## config.mk

```make
export PLATFORM = sky130hd
export DESIGN_NAME = dma_guard_ctrl_loader
export DESIGN_NICKNAME = d
export VERILOG_FILES = /design/src/rtl/dma_guard_pkg.sv /design/src/rtl/dma_guard_beat_counter.sv /design/src/rtl/dma_guard_ctrl_loader.sv
export SDC_FILE = /design/constraint.sdc
export NUM_CORES = 1
export LEC_CHECK = 0
export CORE_AREA = 2 2 119 121
export DETAILED_ROUTE_END_ITERATION = 6
export DIE_AREA = 0 0 121 123
export PLACE_DENSITY = 0.75
export SLEW_MARGIN = 10
export SYNTH_ARGS = -nofsm -noshare
export SYNTH_HDL_FRONTEND = slang
export SYNTH_HIERARCHICAL = 1
export SYNTH_SLANG_ARGS = --single-unit
```

## constraint.sdc

```tcl
create_clock -name ctrl_clk -period 2.6 [get_ports ctrl_clk]
set_clock_uncertainty 0.15 [all_clocks]
set_input_delay 0.52 -clock ctrl_clk [delete_from_list [all_inputs] [get_ports ctrl_clk]]
set_output_delay 0.52 -clock ctrl_clk [all_outputs]
set_load 0.005 [all_outputs]
```

## src/rtl/dma_guard_pkg.sv

```systemverilog
// ============================================================================
// Module  : dma_guard_pkg
// Brief   : Shared types and constants for the DMA guard control loader.
// Revision: 1.0 - initial release
// ============================================================================
`default_nettype none

package dma_guard_pkg;

  typedef enum logic [2:0] {
    ST_IDLE  = 3'd0,
    ST_CHECK = 3'd1,
    ST_AW    = 3'd2,
    ST_W     = 3'd3,
    ST_B     = 3'd4,
    ST_AR    = 3'd5,
    ST_R     = 3'd6,
    ST_DONE  = 3'd7
  } loader_state_t;

  localparam logic [1:0]  RESP_OKAY         = 2'b00;
  localparam logic [1:0]  RESP_SLVERR       = 2'b10;
  localparam logic [1:0]  RESP_LOCAL_ERR    = 2'b11;
  localparam logic [2:0]  AXI_SIZE_4B       = 3'b010;
  localparam logic [1:0]  AXI_BURST_INCR    = 2'b01;
  localparam logic [15:0] AXI_WSTRB_WORD    = 16'h000F;
  localparam logic [31:0] DEFAULT_META_BASE = 32'h0010_0000;
  localparam logic [31:0] DEFAULT_KEY_BASE  = 32'h0000_0000;

  // The key block holds only four words; a burst must not run past word 3.
  function automatic logic key_overrun(input logic [1:0] idx, input logic [7:0] len);
    return ({7'd0, idx} + {1'b0, len}) > 9'd3;
  endfunction

endpackage

`default_nettype wire

```

## src/rtl/dma_guard_beat_counter.sv

```systemverilog
// ============================================================================
// Module  : dma_guard_beat_counter
// Brief   : Down-counter of remaining write beats with a last-beat flag.
// Revision: 1.0 - initial release
// ============================================================================
`default_nettype none

module dma_guard_beat_counter (
  input  logic       ctrl_clk,
  input  logic       reset,
  input  logic       load,
  input  logic [7:0] len,
  input  logic       dec,
  output logic       last
);

  logic [7:0] r_count;

  always_ff @(posedge ctrl_clk) begin
    if (reset) begin
      r_count <= 8'd0;
    end else if (load) begin
      r_count <= len;
    end else if (dec && (r_count != 8'd0)) begin
      r_count <= r_count - 8'd1;
    end
  end

  assign last = (r_count == 8'd0);

endmodule

`default_nettype wire

```

## src/rtl/dma_guard_ctrl_loader.sv

```systemverilog
// ============================================================================
// Module  : dma_guard_ctrl_loader
// Brief   : AXI4 initiator programming/reading the DMA guard key registers
//           and metadata window. Optional watchdog: DMA_GUARD_LOADER_TIMEOUT_EN.
// Revision: 1.0 - initial release
// ============================================================================
`default_nettype none

module dma_guard_ctrl_loader
  import dma_guard_pkg::*;
#(
  parameter logic [31:0] META_BASE      = DEFAULT_META_BASE,
  parameter logic [31:0] KEY_BASE       = DEFAULT_KEY_BASE,
  parameter int          TIMEOUT_CYCLES = 1024
) (
  input  logic        ctrl_clk,
  input  logic        reset,
  input  logic        cmd_valid,
  output logic        cmd_ready,
  input  logic        cmd_write,
  input  logic        cmd_meta,
  input  logic [17:0] cmd_index,
  input  logic [7:0]  cmd_len,
  input  logic [31:0] wr_data,
  input  logic        wr_valid,
  output logic        wr_ready,
  output logic [31:0] rd_data,
  output logic        rd_valid,
  output logic        rd_last,
  input  logic        rd_ready,
  output logic        done,
  output logic [1:0]  done_resp,
  output logic [31:0] ctrl_m_axi_awaddr,
  output logic [7:0]  ctrl_m_axi_awlen,
  output logic [2:0]  ctrl_m_axi_awsize,
  output logic [1:0]  ctrl_m_axi_awburst,
  output logic        ctrl_m_axi_awvalid,
  input  logic        ctrl_m_axi_awready,
  output logic        ctrl_m_axi_awlock,
  output logic [3:0]  ctrl_m_axi_awcache,
  output logic [2:0]  ctrl_m_axi_awprot,
  output logic [31:0] ctrl_m_axi_wdata,
  output logic [15:0] ctrl_m_axi_wstrb,
  output logic        ctrl_m_axi_wlast,
  output logic        ctrl_m_axi_wvalid,
  input  logic        ctrl_m_axi_wready,
  input  logic [1:0]  ctrl_m_axi_bresp,
  input  logic        ctrl_m_axi_bvalid,
  output logic        ctrl_m_axi_bready,
  output logic [31:0] ctrl_m_axi_araddr,
  output logic [7:0]  ctrl_m_axi_arlen,
  output logic [2:0]  ctrl_m_axi_arsize,
  output logic [1:0]  ctrl_m_axi_arburst,
  output logic        ctrl_m_axi_arvalid,
  input  logic        ctrl_m_axi_arready,
  output logic        ctrl_m_axi_arlock,
  output logic [3:0]  ctrl_m_axi_arcache,
  output logic [2:0]  ctrl_m_axi_arprot,
  input  logic [31:0] ctrl_m_axi_rdata,
  input  logic [1:0]  ctrl_m_axi_rresp,
  input  logic        ctrl_m_axi_rlast,
  input  logic        ctrl_m_axi_rvalid,
  output logic        ctrl_m_axi_rready
);

  loader_state_t r_state, w_state_nxt;
  logic          r_write;
  logic          r_overrun;
  logic [7:0]    r_len;
  logic [31:0]   r_addr;
  logic [1:0]    r_resp;
  logic          w_accept;
  logic          w_last;
  logic          w_wr_hs;
  logic          w_timeout;
  logic [31:0]   w_cmd_addr;

  assign w_accept   = (r_state == ST_IDLE) && cmd_valid && !reset;
  assign w_wr_hs    = (r_state == ST_W) && wr_valid && ctrl_m_axi_wready && !w_timeout;
  assign w_cmd_addr = cmd_meta ? (META_BASE | {12'd0, cmd_index, 2'b00})
                               : (KEY_BASE  | {28'd0, cmd_index[1:0], 2'b00});

  dma_guard_beat_counter u_beat_counter (
    .ctrl_clk (ctrl_clk),
    .reset    (reset),
    .load     (w_accept),
    .len      (cmd_len),
    .dec      (w_wr_hs),
    .last     (w_last)
  );

`ifdef DMA_GUARD_LOADER_TIMEOUT_EN
  localparam int WDOG_W = $clog2(TIMEOUT_CYCLES + 1);
  logic [WDOG_W-1:0] r_wdog;
  logic              w_bus_state;
  logic              w_any_hs;

  assign w_bus_state = (r_state == ST_AW) || (r_state == ST_W) || (r_state == ST_B) ||
                       (r_state == ST_AR) || (r_state == ST_R);
  assign w_any_hs    = ((r_state == ST_AW) && ctrl_m_axi_awready) ||
                       ((r_state == ST_W)  && wr_valid && ctrl_m_axi_wready) ||
                       ((r_state == ST_B)  && ctrl_m_axi_bvalid) ||
                       ((r_state == ST_AR) && ctrl_m_axi_arready) ||
                       ((r_state == ST_R)  && ctrl_m_axi_rvalid && rd_ready);

  always_ff @(posedge ctrl_clk) begin
    if (reset || !w_bus_state || w_any_hs) begin
      r_wdog <= '0;
    end else begin
      r_wdog <= r_wdog + 1'b1;
    end
  end

  assign w_timeout = w_bus_state && (r_wdog == WDOG_W'(TIMEOUT_CYCLES - 1));
`else
  logic w_unused_cfg;
  assign w_unused_cfg = ^TIMEOUT_CYCLES;
  assign w_timeout    = 1'b0;
`endif

  always_ff @(posedge ctrl_clk) begin
    if (reset) begin
      r_state <= ST_IDLE;
    end else begin
      r_state <= w_state_nxt;
    end
  end

  always_comb begin
    w_state_nxt        = r_state;
    cmd_ready          = 1'b0;
    ctrl_m_axi_awvalid = 1'b0;
    ctrl_m_axi_wvalid  = 1'b0;
    ctrl_m_axi_wlast   = 1'b0;
    wr_ready           = 1'b0;
    ctrl_m_axi_bready  = 1'b0;
    ctrl_m_axi_arvalid = 1'b0;
    ctrl_m_axi_rready  = 1'b0;
    rd_valid           = 1'b0;
    rd_data            = 32'd0;
    rd_last            = 1'b0;
    done               = 1'b0;
    done_resp          = RESP_OKAY;
    case (r_state)
      ST_IDLE: begin
        cmd_ready = !reset;
        if (w_accept) w_state_nxt = ST_CHECK;
      end
      ST_CHECK: begin
        if (r_overrun)    w_state_nxt = ST_DONE;
        else if (r_write) w_state_nxt = ST_AW;
        else              w_state_nxt = ST_AR;
      end
      ST_AW: begin
        ctrl_m_axi_awvalid = 1'b1;
        if (ctrl_m_axi_awready) w_state_nxt = ST_W;
      end
      ST_W: begin
        ctrl_m_axi_wvalid = wr_valid;
        ctrl_m_axi_wlast  = w_last;
        wr_ready          = ctrl_m_axi_wready;
        if (wr_valid && ctrl_m_axi_wready && w_last) w_state_nxt = ST_B;
      end
      ST_B: begin
        ctrl_m_axi_bready = 1'b1;
        if (ctrl_m_axi_bvalid) w_state_nxt = ST_DONE;
      end
      ST_AR: begin
        ctrl_m_axi_arvalid = 1'b1;
        if (ctrl_m_axi_arready) w_state_nxt = ST_R;
      end
      ST_R: begin
        ctrl_m_axi_rready = rd_ready;
        rd_valid          = ctrl_m_axi_rvalid;
        rd_data           = ctrl_m_axi_rdata;
        rd_last           = ctrl_m_axi_rlast;
        if (ctrl_m_axi_rvalid && rd_ready && ctrl_m_axi_rlast) w_state_nxt = ST_DONE;
      end
      ST_DONE: begin
        done        = 1'b1;
        done_resp   = r_resp;
        w_state_nxt = ST_IDLE;
      end
      default: w_state_nxt = ST_IDLE;
    endcase
    // A stalled bus phase is abandoned: nothing may handshake in the same cycle.
    if (w_timeout) begin
      ctrl_m_axi_awvalid = 1'b0;
      ctrl_m_axi_wvalid  = 1'b0;
      ctrl_m_axi_wlast   = 1'b0;
      wr_ready           = 1'b0;
      ctrl_m_axi_bready  = 1'b0;
      ctrl_m_axi_arvalid = 1'b0;
      ctrl_m_axi_rready  = 1'b0;
      rd_valid           = 1'b0;
      rd_last            = 1'b0;
      w_state_nxt        = ST_DONE;
    end
  end

  always_ff @(posedge ctrl_clk) begin
    if (reset) begin
      r_write   <= 1'b0;
      r_overrun <= 1'b0;
      r_len     <= 8'd0;
      r_addr    <= 32'd0;
      r_resp    <= RESP_OKAY;
    end else begin
      if (w_accept) begin
        r_write   <= cmd_write;
        r_overrun <= !cmd_meta && key_overrun(cmd_index[1:0], cmd_len);
        r_len     <= cmd_len;
        r_addr    <= w_cmd_addr;
        r_resp    <= RESP_OKAY;
      end
      if ((r_state == ST_CHECK) && r_overrun) begin
        r_resp <= RESP_LOCAL_ERR;
      end
      if ((r_state == ST_B) && ctrl_m_axi_bvalid && !w_timeout) begin
        r_resp <= ctrl_m_axi_bresp;
      end
      // First erroring read beat wins; later beats cannot overwrite it.
      if ((r_state == ST_R) && ctrl_m_axi_rvalid && rd_ready && !w_timeout &&
          (ctrl_m_axi_rresp != RESP_OKAY) && (r_resp == RESP_OKAY)) begin
        r_resp <= ctrl_m_axi_rresp;
      end
      if (w_timeout) begin
        r_resp <= RESP_SLVERR;
      end
    end
  end

  assign ctrl_m_axi_awaddr  = r_addr;
  assign ctrl_m_axi_awlen   = r_len;
  assign ctrl_m_axi_awsize  = AXI_SIZE_4B;
  assign ctrl_m_axi_awburst = AXI_BURST_INCR;
  assign ctrl_m_axi_awlock  = 1'b0;
  assign ctrl_m_axi_awcache = 4'd0;
  assign ctrl_m_axi_awprot  = 3'd0;
  assign ctrl_m_axi_wdata   = wr_data;
  assign ctrl_m_axi_wstrb   = AXI_WSTRB_WORD;
  assign ctrl_m_axi_araddr  = r_addr;
  assign ctrl_m_axi_arlen   = r_len;
  assign ctrl_m_axi_arsize  = AXI_SIZE_4B;
  assign ctrl_m_axi_arburst = AXI_BURST_INCR;
  assign ctrl_m_axi_arlock  = 1'b0;
  assign ctrl_m_axi_arcache = 4'd0;
  assign ctrl_m_axi_arprot  = 3'd0;

endmodule

`default_nettype wire

```

==> results.py <==
metrics = {
    "worst_hold_path": {
        "hold_class": "reg2reg",
        "min_from": "ctrl_m_axi_araddr[10]",
        "hold-path-endpoint": "ctrl_m_axi_araddr[10]",
        "hold_depth": 2,
    },
    "routing": {
        "drc_errors": 0,
        "routedWlPerCell_um": 13.9,
        "first_pass_iters": 4,
        "wirelength_met1_um": 3790,
        "drt-initial-drc-count": 119,
        "drtAntennaViolNets": 0,
        "dr_wl_met2_um": 5110,
        "routed_wirelength_um": 10000,
        "routed.top_layer": "met4",
        "vias": 2991,
        "met3RoutedLength_um": 986,
        "via_per_inst": 4.16,
    },
    "global_route": {
        "grt_overflow": 0,
        "grt_usage": 0.125,
        "grt_pass1_vias": 2749,
        "antenna_found_initial": 0,
        "grt_max_degree": 36,
        "grt_first_pass_wirelength_um": 14400,
    },
    "clocking": {
        "clock_tree.root_cell": "clkbuf_16",
        "cts.sinks": 42,
        "clkSlewWorstSetupHoldPaths_ns": 0.06,
        "clk_latency_ns": 0.28,
        "cts_made_buffers": 5,
        "cts_tree": "yes",
        "clk_path_buf_depth": 2,
        "cts_max_level": 2,
        "ctsHoldBuffers": 0,
    },
    "yosys": {
        "ys_warn_count": 6,
        "yosysSeqAreaShare": 0.256,
        "netlist_area_um2": 3290,
        "yosys.area.top_type": "buf_4",
        "synth.area.top_cells": "buf_4, dfxtp_1, and2_1",
        "ys_top_cells_by_count": "buf_4, nand2_1, dfxtp_1, and2_1, nand3_1",
        "ys_async_sr_fraction": 0,
        "synth.distinct_cells": 54,
        "syn_avg_cell_area_um2": 7.71,
        "ys.flop_type": "dfxtp_1",
        "synth.most_common_cell": "buf_4",
        "synth_top_area_frac": 0.295,
        "synth_edf_count": 0,
        "synth_seq_cells": 42,
        "syn_inst": 426,
    },
    "critical_path": {
        "reg2reg_depth": 7,
        "cp-start-kind": "register",
        "crit_buf_inv": 3,
        "crit_path_end_kind": "output port",
        "cp_top_family": "buffers and inverters",
        "cp-startpoint": "r_state[1]",
        "critPathSlowestCell": "clkdlybuf4s50_1",
        "critPathRequiredTime_ns": 1.93,
        "max_stage_delay_ns": 0.52,
        "r2r_slack_ns": 0.20,
        "crit_type": "reg2out",
        "critPathArrivalTime_ns": 1.84,
        "r2r_start": "r_state[2]",
        "crit_path_cell_trace": "buf_6 > and3b_2 > buf_12 > and2_1 > clkdlybuf4s50_1",
        "r2r-end": "u_beat_counter/r_count[5]",
        "worst-path-max-fanout": 35,
    },
    "cells_and_area": {
        "antenna_cells": 0,
        "nets": 650,
        "final_layout_size_suffix_gt1_frac": 0.0742,
        "areaGrowthSynthToFinish_pct": 43.9,
    },
    "timing": {
        "final-setup-viol-count": 0,
        "setup_slack_ns": 0.0851,
        "period_share": 0.967,
        "final_hold_viol_count": 0,
        "slew_headroom": 0.666,
        "period_needed_ns": 2.51,
        "worstMarginPinSlew_ns": 0.499,
        "hold_ws_ns": 0.320,
        "rsz0062_at_grt": "no",
        "maxSlewViolCount": 0,
        "fmax_mhz": 398,
        "tns_ns": 0,
    },
    "floorplan": {
        "ioPinCount": 306,
        "chipWidth_um": 121,
        "fp.dieArea_um2": 14900,
        "core_area_um2": 13600,
        "num_rows": 43,
        "start_util": 0.241,
        "die_h_um": 123,
    },
    "place": {
        "place.gp.congestion": 0.827,
        "pre_cts_ws_ns": 0.0267,
        "port_buffers": 173,
        "dp_hpwl_um": 7980,
    },
    "outcome": {
        "run_status": "finished, final reports clean",
    },
    "flow_run": {
        "maxCapViolations": 0,
    },
    "power_and_ir_drop": {
        "power_density_nw_per_um2": 575,
        "max-vdd-ir-drop_mv": 0.258,
        "leakage_uw": 0.00189,
    },
}
## power by group
part | internal [µW] | switching [µW] | leakage (µW)
combinational | 659 | 518 | 0.00147
clock | 381 | 264 | 0.0000729
sequential | 762 | 135 | 0.000344
total | 1800 | 917 | 0.00189
## repair_timing
| action | 4_1_cts | 5_1_grt |
|---|---|---|
| pin swaps | 2 | 0 |
| endpoints found under the setup margin | 14 | 34 |
| buffers inserted | 0 | 0 |
| resized for setup | 7 | 2 |
## worst reg2reg max path: stages (launching register included)
cell	delay [ns]
dfxtp_2	0.37
nor2b_1	0.38
and3_1	0.23
and2_1	0.17
buf_4	0.14
o41ai_4	0.11
or4_1	0.50
a311oi_1	0.26
## routing by layer
metal | track usage | up-vias
li1 | - | 1443
met1 | 0.138 | 1368
met2 | 0.229 | 165
met3 | 0.0420 | 15
met4 | 0.0342 | 0
met5 | 0 | -
## cells by family (layout without fill, tap and decap cells)
kind of cell / count (synthesis) / count (layout) / share of synthesized area
AO/OA/AOI/OAI: 52 / 52 / 0.109
XOR/XNOR: 3 / 3 / 0.00800
adder cells (fa/ha/maj): 5 / 5 / 0.0213
buffers and inverters: 158 / 205 / 0.334
flip-flops: 42 / 42 / 0.256
multiplexers: 2 / 2 / 0.00609
other: 2 / 68 / 0.00229
AND/OR/NAND/NOR: 162 / 162 / 0.264
## state kept, by name, indices dropped and copies added, names as in the netlist
name / flops
r_write: 1
r_overrun: 1
r_state: 3
r_resp: 2
ctrl_m_axi_arlen: 8
u_beat_counter/r_count: 8
ctrl_m_axi_araddr: 19
## through the flow
step,area [µm²],instances,util,total power (µW)
final,4730,719,0.347,2720
after CTS,4720,719,0.347,2750
after global placement,4550,711,0.334,2050
after detailed placement,4550,711,0.334,2060
after floorplan,3530,492,-,1630
after global routing,4730,719,0.347,2920
## cells in the final DEF, fill, tap and decap left out, types with 3 or more instances in the layout
cell,n
a21oi_1,24
and2_1,38
and3_1,4
buf_4,13
clkbuf_16,5
clkdlybuf4s50_1,172
conb_1,68
dfxtp_1,38
dfxtp_2,4
ha_1,4
inv_1,7
nand2_1,45
nand3_1,28
nor2_1,15
nor3_1,5
nor3b_1,4
o21ai_0,6
or4_1,3
xnor2_1,3
## worst max-delay path by stage
stage,endpoint,slack [ns],cells past startpoint
5_1_grt,rd_data[15],0.02,5
4_1_cts,rd_data[15],0.03,5
3_3_place_gp,u_beat_counter/r_count[7],0.04,7
2_1_floorplan,u_beat_counter/r_count[1],0.19,10
6_report,rd_data[15],0.09,5
3_5_place_dp,u_beat_counter/r_count[7],0.03,7
## area by class of cell
type,count,area (µm²)
Multi-Input combinational cell,292,1610
Tap cell,180,225
Clock inverter,2,12.5
Sequential cell,42,846
Fill cell,1445,8880
Inverter,9,33.8
Clock buffer,6,139
Timing Repair Buffer,188,1860
Note: power is estimated with default switching activity, not from simulation.
